[config.mk]
export PLATFORM = sky130hd
export DESIGN_NAME = median3_stream_ctrl
export DESIGN_NICKNAME = d
export VERILOG_FILES = /design/src/rtl/median3_stream_ctrl.sv
export SDC_FILE = /design/constraint.sdc
export NUM_CORES = 1
export LEC_CHECK = 0
export CELL_PAD_IN_SITES_DETAIL_PLACEMENT = 0
export CELL_PAD_IN_SITES_GLOBAL_PLACEMENT = 1
export CORE_ASPECT_RATIO = 0.7
export CORE_UTILIZATION = 47
export DETAILED_ROUTE_END_ITERATION = 12
export PLACE_DENSITY = 0.88
export SETUP_SLACK_MARGIN = 0.2
export SLEW_MARGIN = 5
export SYNTH_ARGS = -nofsm -noshare
export SYNTH_HDL_FRONTEND = slang
export SYNTH_SLANG_ARGS = --single-unit
[constraint.sdc]
create_clock -name clk -period 5.93 [get_ports clk]
set_input_delay 0.8895 -clock clk [delete_from_list [all_inputs] [get_ports clk]]
set_output_delay 0.8895 -clock clk [all_outputs]
set_load 0.05 [all_outputs]
[src/rtl/median3_stream_ctrl.sv]
// 3-tap sliding-window median filter with edge replication and valid/ready handshakes.
// Optional MEDIAN3_FRAME_CNT_EN adds a 16-bit out_index (position of result within frame).
module median3_stream_ctrl #(
    parameter int WIDTH = 8
) (
    input  logic             clk,
    input  logic             rst,
    input  logic             in_valid,
    output logic             in_ready,
    input  logic [WIDTH-1:0] in_data,
    input  logic             in_last,
    output logic             out_valid,
    input  logic             out_ready,
    output logic [WIDTH-1:0] out_data,
    output logic             out_last,
    output logic             busy
`ifdef MEDIAN3_FRAME_CNT_EN
    ,
    output logic [15:0]      out_index
`endif
);

    typedef enum logic [1:0] {IDLE, RUN, TAIL} state_t;

    state_t           state, next_state;
    logic [WIDTH-1:0] w0, w1;
    logic             slot_free, accept;
    logic             load, load_last, win_init, win_shift;
    logic [WIDTH-1:0] load_data, med;

    function automatic logic [WIDTH-1:0] med3(input logic [WIDTH-1:0] a, b, c);
        logic [WIDTH-1:0] lo, hi;
        lo = (a < b) ? a : b;
        hi = (a < b) ? b : a;
        if (c < lo)      return lo;
        else if (c > hi) return hi;
        else             return c;
    endfunction

    assign slot_free = !out_valid || out_ready;
    // Gated by rst so the source sees not-ready throughout reset.
    assign in_ready  = !rst && (state != TAIL) && slot_free;
    assign accept    = in_valid && in_ready;
    assign med       = med3(w0, w1, in_data);
    assign busy      = (state != IDLE) || out_valid;

    always_ff @(posedge clk or posedge rst) begin
        if (rst) state <= IDLE;
        else     state <= next_state;
    end

    always_comb begin
        next_state = state;
        case (state)
            IDLE:    if (accept && !in_last) next_state = RUN;
            RUN:     if (accept && in_last)  next_state = TAIL;
            TAIL:    if (slot_free)          next_state = IDLE;
            default: next_state = IDLE;
        endcase
    end

    always_comb begin
        load      = 1'b0;
        load_data = in_data;
        load_last = 1'b0;
        win_init  = 1'b0;
        win_shift = 1'b0;
        case (state)
            IDLE: if (accept) begin
                if (in_last) begin
                    load      = 1'b1;
                    load_last = 1'b1;
                end else begin
                    win_init  = 1'b1;
                end
            end
            RUN: if (accept) begin
                load      = 1'b1;
                load_data = med;
                win_shift = 1'b1;
            end
            // Replicating the end sample makes the median collapse to w1.
            TAIL: if (slot_free) begin
                load      = 1'b1;
                load_data = w1;
                load_last = 1'b1;
            end
            default: ;
        endcase
    end

    always_ff @(posedge clk or posedge rst) begin
        if (rst) begin
            w0        <= '0;
            w1        <= '0;
            out_valid <= 1'b0;
            out_data  <= '0;
            out_last  <= 1'b0;
        end else begin
            if (win_init) begin
                w0 <= in_data;
                w1 <= in_data;
            end else if (win_shift) begin
                w0 <= w1;
                w1 <= in_data;
            end
            if (load) begin
                out_valid <= 1'b1;
                out_data  <= load_data;
                out_last  <= load_last;
            end else if (out_ready) begin
                out_valid <= 1'b0;
            end
        end
    end

`ifdef MEDIAN3_FRAME_CNT_EN
    logic [15:0] idx_cnt;

    always_ff @(posedge clk or posedge rst) begin
        if (rst) begin
            idx_cnt   <= '0;
            out_index <= '0;
        end else if (load) begin
            out_index <= idx_cnt;
            if (load_last)               idx_cnt <= '0;
            else if (idx_cnt != 16'hFFFF) idx_cnt <= idx_cnt + 16'd1;
        end
    end
`endif

endmodule

Word-level counts from Yosys, hierarchy flattened
Cells that the tools add are included.
{"block": "op_classes", "n_eq_ne": 6, "muxes": 27, "n_reduce_logical": 15, "n_lt_le_gt_ge": 3}
{"op": "$mux W8", "n": 10}
{"op": "$lt A8 B8 Y1", "n": 2}
{"op": "$pmux W8 S2", "n": 1}
{"op": "$mux W1", "n": 10}
{"op": "$gt A8 B8 Y1", "n": 1}
{"op": "$ne A2 B2 Y1 const B", "n": 4}
{"op": "$mux W2", "n": 3}
{"op": "$pmux W2 S3", "n": 1}
{"op": "$reduce_bool A2 Y1", "n": 3}
{"op": "$logic_and A1 B1 Y1", "n": 5}
{"op": "$logic_not A1 Y1", "n": 3}
{"op": "$pmux W1 S3", "n": 1}
{"op": "$reduce_and A3 Y1", "n": 1}
{"op": "$eq A2 B1 Y1 const B", "n": 1}
{"op": "$eq A2 B2 Y1 const B", "n": 1}
{"op": "$logic_not A2 Y1", "n": 1}
{"op": "$logic_or A1 B1 Y1", "n": 2}
{"op": "$pmux W1 S2", "n": 1}
{"block": "word_totals", "ff_bits": 28, "output_inout_bits": 12, "input_bits": 13, "word_cells": 57}

Depth between registers and ports, before layout
Gate-level depths: netlist of run 1.
{"block": "depth", "depth_word": 8, "depth_mapped": 19, "depth_no_buf": 16}

Worst setup path after synthesis of run 1
OpenSTA, ideal clock, no wires.
{"block": "synth_timing", "path_type": "reg2reg", "start": "reg w1[6]", "end": "reg out_data[1]", "synth_period_minus_slack_ns": 3.584, "required_ns": 5.812, "setup_slack_ns": 2.346, "arrival_time_ns": 3.466, "setup_ns": 0.118, "path_buffers": 2, "stages_incl_launch_ff": 18, "path_cell_list": "dfrtp_1 > inv_1 > ha_1 > a21o_1 > a21oi_1 > nor2b_1 > buf_2 > buf_2 > nor3_1 > a21oi_1 > ha_1 > a2111o_1 > a311oi_1 > nand3_1 > nor3_1 > a211o_1 > a21oi_1 > a21o_1"}
{"block": "synth_via", "elab_chain_len": 7}
{"element": "start, declared", "line_no": "26", "rtl": "logic [WIDTH-1:0] w0, w1;"}
{"element": "start signal, assigned", "line_no": "102", "rtl": "w1 <= in_data;"}
{"element": "start signal, assigned", "line_no": "105", "rtl": "w1 <= in_data;"}
{"element": "$lt A8 B8 Y1", "line_no": "33, 34"}
{"element": "$mux W8", "line_no": "34", "rtl": "hi = (a < b) ? b : a;"}
{"element": "$gt A8 B8 Y1", "line_no": "36", "rtl": "else if (c > hi) return hi;"}
{"element": "$mux W8", "line_no": "36"}
{"element": "$mux W8 *", "line_no": "35", "rtl": "if (c < lo) return lo;"}
{"element": "$mux W8 *", "line_no": "77", "rtl": "RUN: if (accept) begin"}
{"element": "$pmux W8 S2 *", "line_no": "68", "rtl": "case (state)"}
{"element": "end signal, assigned", "line_no": "109", "rtl": "out_data <= load_data;"}
{"element": "end, declared", "line_no": "14", "rtl": "output logic [WIDTH-1:0] out_data,"}
Every way passes the cells marked *; elsewhere a longest branch is shown, timed or not.
A chain may end at the register's enable or synchronous reset.

Worst setup path in the final report of run 1
{"block": "layout_timing", "start": "reg w1[6]", "end": "reg out_data[3]"}
The elaborated chain is that of the path after synthesis.

==> results_dict.tcl, run 1 <==
set metrics [dict create \
    syn_area_per_cell_um2 8.424 \
    grt_max_degree 29 \
    syn_to_final_growth_pct 13.29 \
    cts_tree "yes" \
    end_kind "flop" \
    fp.dieH_um 64.77 \
    min_period_ps 4370 \
    cts.sinks 28 \
    grt_remaining_overflow 0 \
    drive_gt1_share_pct 5.740 \
    fillers 511 \
    worstSkewPairLatency_ps 280 \
    grt.total_usage_pct 26.22 \
    cts_setup_buffers 0 \
    cp_cell_sequence "inv_1 -> ha_1 -> a21o_1 -> a21oi_1 -> nor2b_1 -> buf_4 -> or2_4 -> a21oi_1 -> ha_1 -> a2111o_1 -> a311oi_1 -> nand3_1 -> nor3_1 -> a211o_1 -> a21oi_1 -> a21o_1" \
    syn_inst 314 \
    io_pins 25 \
    critPathMaxFanout 15 \
    netlist.area_leader.share_pct 26.49 \
    routed_wl_um 7412 \
    synth-edff-count 0 \
    firstDrtPassIters 5 \
    initial_utilization_pct 49.53 \
    skew_ps 5.767 \
    die-area_um2 5937 \
    finalHoldViolCount 0 \
    coreArea_um2 5340 \
    ys_top_cells_by_area "dfrtp_1 26%, ha_1 12%, o21ai_0 6.6%" \
    crit_buf_inv 2 \
    fp.dieW_um 91.67 \
    cts_buffer_depth 2 \
    syn_nets 353 \
    period_share_pct 73.69 \
    final_nets 371 \
    grt_pass1_wl_um 11790 \
    status "completed" \
    setup_viol 0 \
    worstMarginPinSlew_ps 1281 \
    critical_path_class "flop to flop" \
    num_vias 2474 \
    wl_per_cell_um 18.39 \
    clkTransAtPathRegs_ps 110 \
    dr.first_iter.drc_count 198 \
    slew_viol_final 0 \
    hold_class "flop to flop" \
    synthArstFlopShare_pct 100.0 \
    io_buffers 24 \
    start_kind "flop" \
    regArea_um2 700.7 \
    yosysUniqueCellTypes 53 \
    dpl.hpwl_um 5636 \
    multi_input_area_um2 1819 \
    cts_hold_buffers 0 \
    numCtsBuffers 3 \
    rsz0062_at_grt "no" \
    timing.fmax_mhz 228.8 \
    viasPerCell 6.139 \
    critical_path_arrival_ps 4550 \
    cpPeakStageDelay_ps 470 \
    slew_headroom_pct 14.60 \
    root_buffer "clkbuf_8" \
    antenna_found_initial 0 \
    drc 0 \
    cp.required_ps 6110 \
    cts_resized 0 \
    insertedDiodeCount 0 \
    num_rows 22 \
    crit_family "compound AO/OA/AOI/OAI gates" \
    ys_seq_elements 28 \
    synth_top_area_cell "dfrtp_1" \
    detail-route-antenna-nets 0 \
    gp_congestion 0.8531 \
    synth_flop_cell "dfrtp_1" \
    synth_warnings 0 \
    synth_area_um2 2645 \
    ys_seq_area_share_pct 26.49 \
    htree_levels 1 \
    crit_top_cell "a21oi_1" \
    cp_slowest_cell "dfrtp_1" \
    timing.max_cap.violations 0 \
    grt_pass1_vias 2320 \
    tns_ps 0 \
]
## tightest hold or removal path: cells and delay by family, from the launching register on
family / cells / cell delay [ps]
flops: 1 / 360
compound gates: 2 / 150
## state kept, by name (all words and copies together) (netlist names)
name and cells:
out_data 8, w0 8, w1 8, state 2, out_last 1, out_valid 1
## cell usage in the layout, fill, tap and decap left out, drive strengths merged, types with 7 or more instances in the layout
cell type	synthesis	final
nand2	40	40
o21ai	38	38
dfrtp	28	28
ha	26	26
a21oi	24	24
clkdlybuf4s50	0	24
inv	16	15
mux2i	13	13
a21o	13	13
a22o	10	10
nor3	10	10
nor2b	7	7
and2	7	7
## through the flow
step | hold WS (ps) | utilization (%) | instance area [um^2] | setup WS (ps) | std cells
4_1_cts | 539.8 | 56.12 | 2997 | 1619 | 403
5_1_grt | 571.7 | 56.12 | 2997 | 1246 | 403
3_3_place_gp | 493.2 | 54.78 | 2925 | 1668 | 399
2_1_floorplan | 494.6 | - | 2645 | 2346 | 314
3_5_place_dp | 516.5 | 54.78 | 2925 | 1651 | 399
6_report | 544.3 | 56.12 | 2997 | 1560 | 403
## metal layers
metal  GRT usage [%]  wire, um  vias to the layer above  share of wire [%]
met1           37.44      3757                     1192                 51
met4           4.167        72                        0               0.97
li1                -         -                     1193                  -
met2           41.07      3122                       81                 42
met5               0         0                        -                  0
met3           5.986       459                        8                6.2
## final cells by class
type / count / share of cell area (%)
multi-input cells: 257 / 60.71
inverters: 16 / 2.004
clock buffers: 3 / 1.378
repair buffers: 26 / 8.518
flip-flops and latches: 28 / 23.38
clock inverters: 1 / 1.002
well taps: 72 / 3.006
## final timing paths
kind                          start           to  slack (ps)  cells past startpoint
min in group asynchronous       rst  out_data[0]        1170                      2
hold / removal             out_last     out_last         540                      2
setup reg to reg              w1[6]  out_data[3]        1560                     16
max in group asynchronous       rst        w0[6]        4270                      2
hold reg to reg            out_last     out_last         540                      2
setup / recovery              w1[6]  out_data[3]        1560                     16
## kinds of logic (layout without fill, tap and decap cells)
group / count (synthesis) / count (layout) / synth area share [%]
AOI/OAI and AO/OA: 117 / 117 / 29.57
and+or+nand+nor: 97 / 97 / 20.29
buffers and inverters: 29 / 46 / 4.730
DFF: 28 / 28 / 26.49
muxes: 17 / 17 / 6.622
adders and majority gates: 26 / 26 / 12.30
## synth_stat cells (2+ instances only)
| cell type | instances |
|---|---|
| dfrtp_1 | 28 |
| o21a_1 | 2 |
| buf_1 | 2 |
| and3b_1 | 3 |
| mux2i_1 | 13 |
| inv_1 | 16 |
| nor3_1 | 9 |
| nand3_1 | 4 |
| a211o_1 | 2 |
| buf_2 | 7 |
| and2_1 | 6 |
| a21oi_1 | 24 |
| nand4bb_1 | 2 |
| a2111oi_0 | 4 |
| o21ai_1 | 3 |
| nor2b_1 | 7 |
| mux2_2 | 4 |
| a211oi_1 | 5 |
| and3_1 | 3 |
| o21ai_0 | 35 |
| a22o_1 | 10 |
| nand3b_1 | 2 |
| ha_1 | 26 |
| nand2_1 | 40 |
| nand2b_1 | 3 |
| a22oi_1 | 5 |
| a21o_1 | 13 |
| clkbuf_1 | 3 |
| nor2_1 | 6 |
| a21boi_0 | 4 |
Power of run 1 is left out: the tool's default activity adds up to more than one toggle a clock period on the data nets, which glitch-free logic cannot reach.
==> inputs of run 2 (changes only) <==
Settings changed: CORE_UTILIZATION 47 to 44, PLACE_DENSITY 0.88 to 0.84.
Clock period 5.93 ns to 4.45 ns, I/O delays scaled along.
==> results_dict.tcl, run 2 (same netlist as run 1, synthesis figures left out) <==
set metrics [dict create \
    timing.max_cap.violations 0 \
    min_period_ps 3984 \
    final_nets 393 \
    insertedDiodeCount 0 \
    numCtsBuffers 3 \
    skew_ps 6.704 \
    slew_viol_final 0 \
    setup.worst_path.end "out_data[3]" \
    io_buffers 24 \
    num_rows 23 \
    critPathLaunch "w0[6]" \
    grt_max_degree 18 \
    start_kind "flop" \
    status "completed" \
    grt.total_usage_pct 26.49 \
    drive_gt1_share_pct 13.60 \
    regArea_um2 701.9 \
    fp.dieW_um 94.67 \
    fillers 557 \
    finalHoldViolCount 0 \
    antenna_found_initial 0 \
    dpl.hpwl_um 6004 \
    wl_per_cell_um 18.35 \
    tns_ps 0 \
    fp.dieH_um 66.87 \
    io_pins 25 \
    cts_buffer_depth 2 \
    grt_pass1_vias 2322 \
    worstMarginPinSlew_ps 1140 \
    viasPerCell 6.061 \
    syn_to_final_growth_pct 20.58 \
    coreArea_um2 5756 \
    grt_pass1_wl_um 12470 \
    worstSkewPairLatency_ps 280 \
    final_common_cell "nand2_1" \
    firstDrtPassIters 4 \
    top_regs "out_data: 8 flops, w0: 8 flops, w1: 8 flops" \
    gp_congestion 0.8530 \
    detail-route-antenna-nets 0 \
    setup_viol 0 \
    dr.first_iter.drc_count 218 \
    period_share_pct 89.54 \
    slew_headroom_pct 23.69 \
    cp.required_ps 4630 \
    critPathMaxFanout 17 \
    critical_path_class "flop to flop" \
    htree_levels 1 \
    timing.fmax_mhz 251.0 \
    final_cell_mix "40 x nand2_1, 34 x o21ai_0, 27 x dfrtp_1" \
    r2r_slack_ps 470 \
    multi_input_area_um2 1846 \
    r2r_start "w0[6]" \
    reg2reg_depth 15 \
    cts_hold_buffers 0 \
    critical_path_arrival_ps 4160 \
    reg2reg_to "out_data[3]" \
    rsz0062_at_grt "no" \
    root_buffer "clkbuf_8" \
    cts_tree "yes" \
    hold_class "flop to flop" \
    cts.sinks 28 \
    drc 0 \
    routed_wl_um 7853 \
    initial_utilization_pct 45.96 \
    clkTransAtPathRegs_ps 100 \
    grt_remaining_overflow 0 \
    num_vias 2594 \
    die-area_um2 6331 \
    end_kind "flop" \
]
[run 2: cell count changes in the layout (fill, tap and decap cells not counted), sizes merged]
cell,change
bufinv,-1
buf,+22
inv,+1
clkbuf,+1
clkinv,-1
[run 2: worst min-delay path by stage]
| stage | startpoint | end | slack, ps | cells after the start |
|---|---|---|---|---|
| 6_report | out_data[5] | out_data[5] | 520 | 2 |
| 5_1_grt | out_data[7] | out_data[7] | 550 | 2 |
| 4_1_cts | out_data[7] | out_data[7] | 530 | 2 |
| 3_5_place_dp | out_data[7] | out_data[7] | 500 | 2 |
| 3_3_place_gp | out_data[7] | out_data[7] | 500 | 2 |
| 2_1_floorplan | state[1] | state[1] | 490 | 2 |
[run 2: routing by layer]
layer	GRT usage, %	vias to the layer above	wire, um
met1	40.01	1207	3723
li1	-	1240	-
met3	3.767	16	695
met5	0	-	0
met4	7.008	0	173
met2	38.67	131	3261
[run 2: repair_timing]
item	4_1_cts	5_1_grt
buffers inserted	0	0
setup endpoints to repair	3	8
gates resized for setup	2	9
gates cloned	0	0
endpoints found under the hold margin	0	0
[run 2: stage by stage]
stage | std cells | util (%) | cell area (um^2) | hold slack (ps) | worst slack, ps
floorplan | 314 | - | 2645 | 494.6 | 866.1
global placement | 424 | 53.98 | 3107 | 501.4 | 230.8
detailed placement | 424 | 53.98 | 3107 | 502.2 | 39.29
CTS | 428 | 54.96 | 3163 | 527.4 | 241.2
global route | 428 | 55.41 | 3189 | 552.0 | 210.8
finish | 428 | 55.41 | 3189 | 521.2 | 465.7
[run 2: cell type report]
| class | instances | area share [%] |
|---|---|---|
| tap | 75 | 2.942 |
| timing repair buffer | 48 | 13.57 |
| clock buffer | 4 | 1.726 |
| multi-input combinational | 257 | 57.87 |
| inverter | 16 | 1.883 |
| sequential | 28 | 22.01 |
[run 2: critical path, cell delays in order (launching register included)]
cell and delay (ps):
dfrtp_1 460, ha_1 320, a21o_1 160, a21oi_1 260, nor2b_2 250, buf_12 160
or2_4 210, a21oi_1 120, ha_1 330, a2111o_1 460, a311oi_2 300, nand3_1 110
nor3_1 200, a211o_2 240, a21oi_1 120, a21o_1 190
Power of run 2 is left out for the same reason.
==> inputs of run 3 (changes only) <==
Settings changed: ABC_AREA from default to 1, CORE_UTILIZATION 44 to 41, PLACE_DENSITY 0.84 to 0.83.
==> results_dict.tcl, run 3 <==
set metrics [dict create \
    status "completed" \
    synth-simple-area-share_pct 28.88 \
    synth-compound-area-share_pct 18.30 \
    htree_levels 1 \
    syn_area_per_cell_um2 6.727 \
    io_pins 25 \
    synthArstFlopShare_pct 100.0 \
    critical_path_arrival_ps 3860 \
    final_cell_mix "112 x nand2_1, 54 x inv_1, 29 x nand3_1" \
    clkTransAtPathRegs_ps 100 \
    tns_ps 0 \
    die-area_um2 6375 \
    hold_class "flop to flop" \
    cts_buffer_depth 2 \
    ys_top_cells_by_area "dfrtp_1 28%, nand2_1 17%, ha_1 13%" \
    yosys-top-cells-count "112 x nand2_1, 54 x inv_1, 29 x nand3_1" \
    start_kind "flop" \
    critical_path_class "flop to flop" \
    grt_remaining_overflow 0 \
    cts_setup_buffers 0 \
    cts.sinks 28 \
    wl_per_cell_um 14.07 \
    coreArea_um2 5784 \
    fillers 590 \
    synthAdderAreaFrac_pct 13.10 \
    final_common_cell "nand2_1" \
    reg2reg_depth 21 \
    slew_headroom_pct 24.10 \
    slew_viol_final 0 \
    period_share_pct 82.60 \
    syn_nets 408 \
    cp.required_ps 4630 \
    synth_area_um2 2482 \
    muxShareOfSynthArea_pct 0 \
    top_regs "out_data: 8 flops, w0: 8 flops, w1: 8 flops" \
    firstDrtPassIters 5 \
    synth.most_common_cell "nand2_1" \
    final_nets 430 \
    dpl.hpwl_um 5072 \
    min_period_ps 3676 \
    cts_hold_buffers 0 \
    synth_top_area_cell "dfrtp_1" \
    synth_xor_area_share_pct 0 \
    ys_seq_area_share_pct 28.23 \
    skew_ps 7.060 \
    drc 0 \
    grt_pass1_vias 2191 \
    fp.dieW_um 95 \
    num_rows 23 \
    synth_flop_cell "dfrtp_1" \
    grt_max_degree 31 \
    hold_path_depth 2 \
    cts_resized 0 \
    fp.dieH_um 67.10 \
    syn_to_final_growth_pct 13.86 \
    end_kind "flop" \
    timing.max_cap.violations 0 \
    min_to "out_last" \
    dr.first_iter.drc_count 143 \
    grt_pass1_wl_um 10980 \
    numCtsBuffers 3 \
    synth_warnings 0 \
    grt.total_usage_pct 22.56 \
    cts_tree "yes" \
    detail-route-antenna-nets 0 \
    worstSkewPairLatency_ps 280 \
    io_buffers 24 \
    timing.fmax_mhz 272.0 \
    finalHoldViolCount 0 \
    rsz0062_at_grt "no" \
    critPathMaxFanout 30 \
    viasPerCell 5.200 \
    setup_viol 0 \
    num_vias 2418 \
    reg2reg_to "out_data[2]" \
    netlist.area_leader.share_pct 28.23 \
    initial_utilization_pct 42.92 \
    ys_seq_elements 28 \
    r2r_start "w1[5]" \
    r2r_slack_ps 770 \
    insertedDiodeCount 0 \
    worstMarginPinSlew_ps 1137 \
    antenna_found_initial 0 \
    synth_top_family_by_area "simple AND/OR/NAND/NOR gates" \
    syn_inst 369 \
    yosysUniqueCellTypes 29 \
    synth-edff-count 0 \
    worstHoldStart "out_last" \
    drive_gt1_share_pct 5.641 \
    routed_wl_um 6541 \
    root_buffer "clkbuf_8" \
    gp_congestion 0.8162 \
]
==> run 3: cell count changes after synthesis, sizes merged, moves of 7 or more <==
cell | previous run | this run
a21o | 13 | 0
a22o | 10 | 0
inv | 16 | 57
mux2i | 13 | 0
nand2 | 40 | 118
nand3 | 4 | 30
nor2 | 6 | 18
nor2b | 7 | 0
nor3 | 10 | 1
o221ai | 0 | 8
o22ai | 1 | 8
==> run 3: kinds of logic after synthesis <==
kind of cell	count (synthesis)
and+or+nand+nor	168
DFF	28
adders and majority gates	26
buffers and inverters	68
AOI/OAI and AO/OA	79
==> run 3: critical path: stages (launching register included) <==
cell     delay [ps]
dfrtp_1         430
inv_1           100
ha_1            290
a21oi_1         160
o21a_1          210
nand2_2         340
nand2_1         160
o21ai_1         110
ha_1            320
nand2_1          70
nor2_1          140
nand2_1          90
a21oi_2         490
nand2_1         100
o21ai_0         110
inv_1            70
nand2_1          70
nand3_1          90
nand2_1          90
nand2_1          50
nand2_1          60
nand2_1          40
==> run 3: how the worst max path moves through the flow <==
stage	from	endpoint	slack, ps	cells after the start
2_1_floorplan	w1[7]	out_data[0]	1440	22
3_3_place_gp	w1[5]	out_data[4]	820	21
3_5_place_dp	w1[5]	out_data[2]	820	21
4_1_cts	w1[5]	out_data[2]	790	21
5_1_grt	w1[7]	out_data[2]	290	23
6_report	w1[5]	out_data[2]	770	21
==> run 3: area by class of cell <==
| type | count | area [um^2] | area share, % |
|---|---|---|---|
| clock buffer | 4 | 55.05 | 1.948 |
| inverter | 58 | 217.7 | 7.703 |
| multi-input combinational | 273 | 1496 | 52.94 |
| sequential | 28 | 700.7 | 24.79 |
| tap | 75 | 93.84 | 3.320 |
| timing repair buffer | 27 | 262.8 | 9.296 |
==> run 3: per-stage QoR <==
step	instances	utilization (%)	setup slack (ps)	cell area (um^2)	hold slack, ps
after global routing	465	48.86	290.5	2826	518.8
after detailed placement	461	47.91	819.4	2771	471.5
after floorplan	369	-	1438	2482	516.1
final	465	48.86	774.1	2826	489.0
after global placement	461	47.91	818.3	2771	456.2
after CTS	465	48.86	787.9	2826	496.1
==> run 3: metal layers <==
metal | part of all wire (%) | GRT usage (%) | vias to the layer above | wire length [um]
met2 | 43 | 35.07 | 66 | 2805
li1 | - | - | 1253 | -
met3 | 5.0 | 3.539 | 2 | 326
met4 | 0.15 | 1.705 | 0 | 10
met1 | 52 | 33.96 | 1097 | 3399
met5 | 0 | 0 | - | 0
Power of run 3 is left out for the same reason.
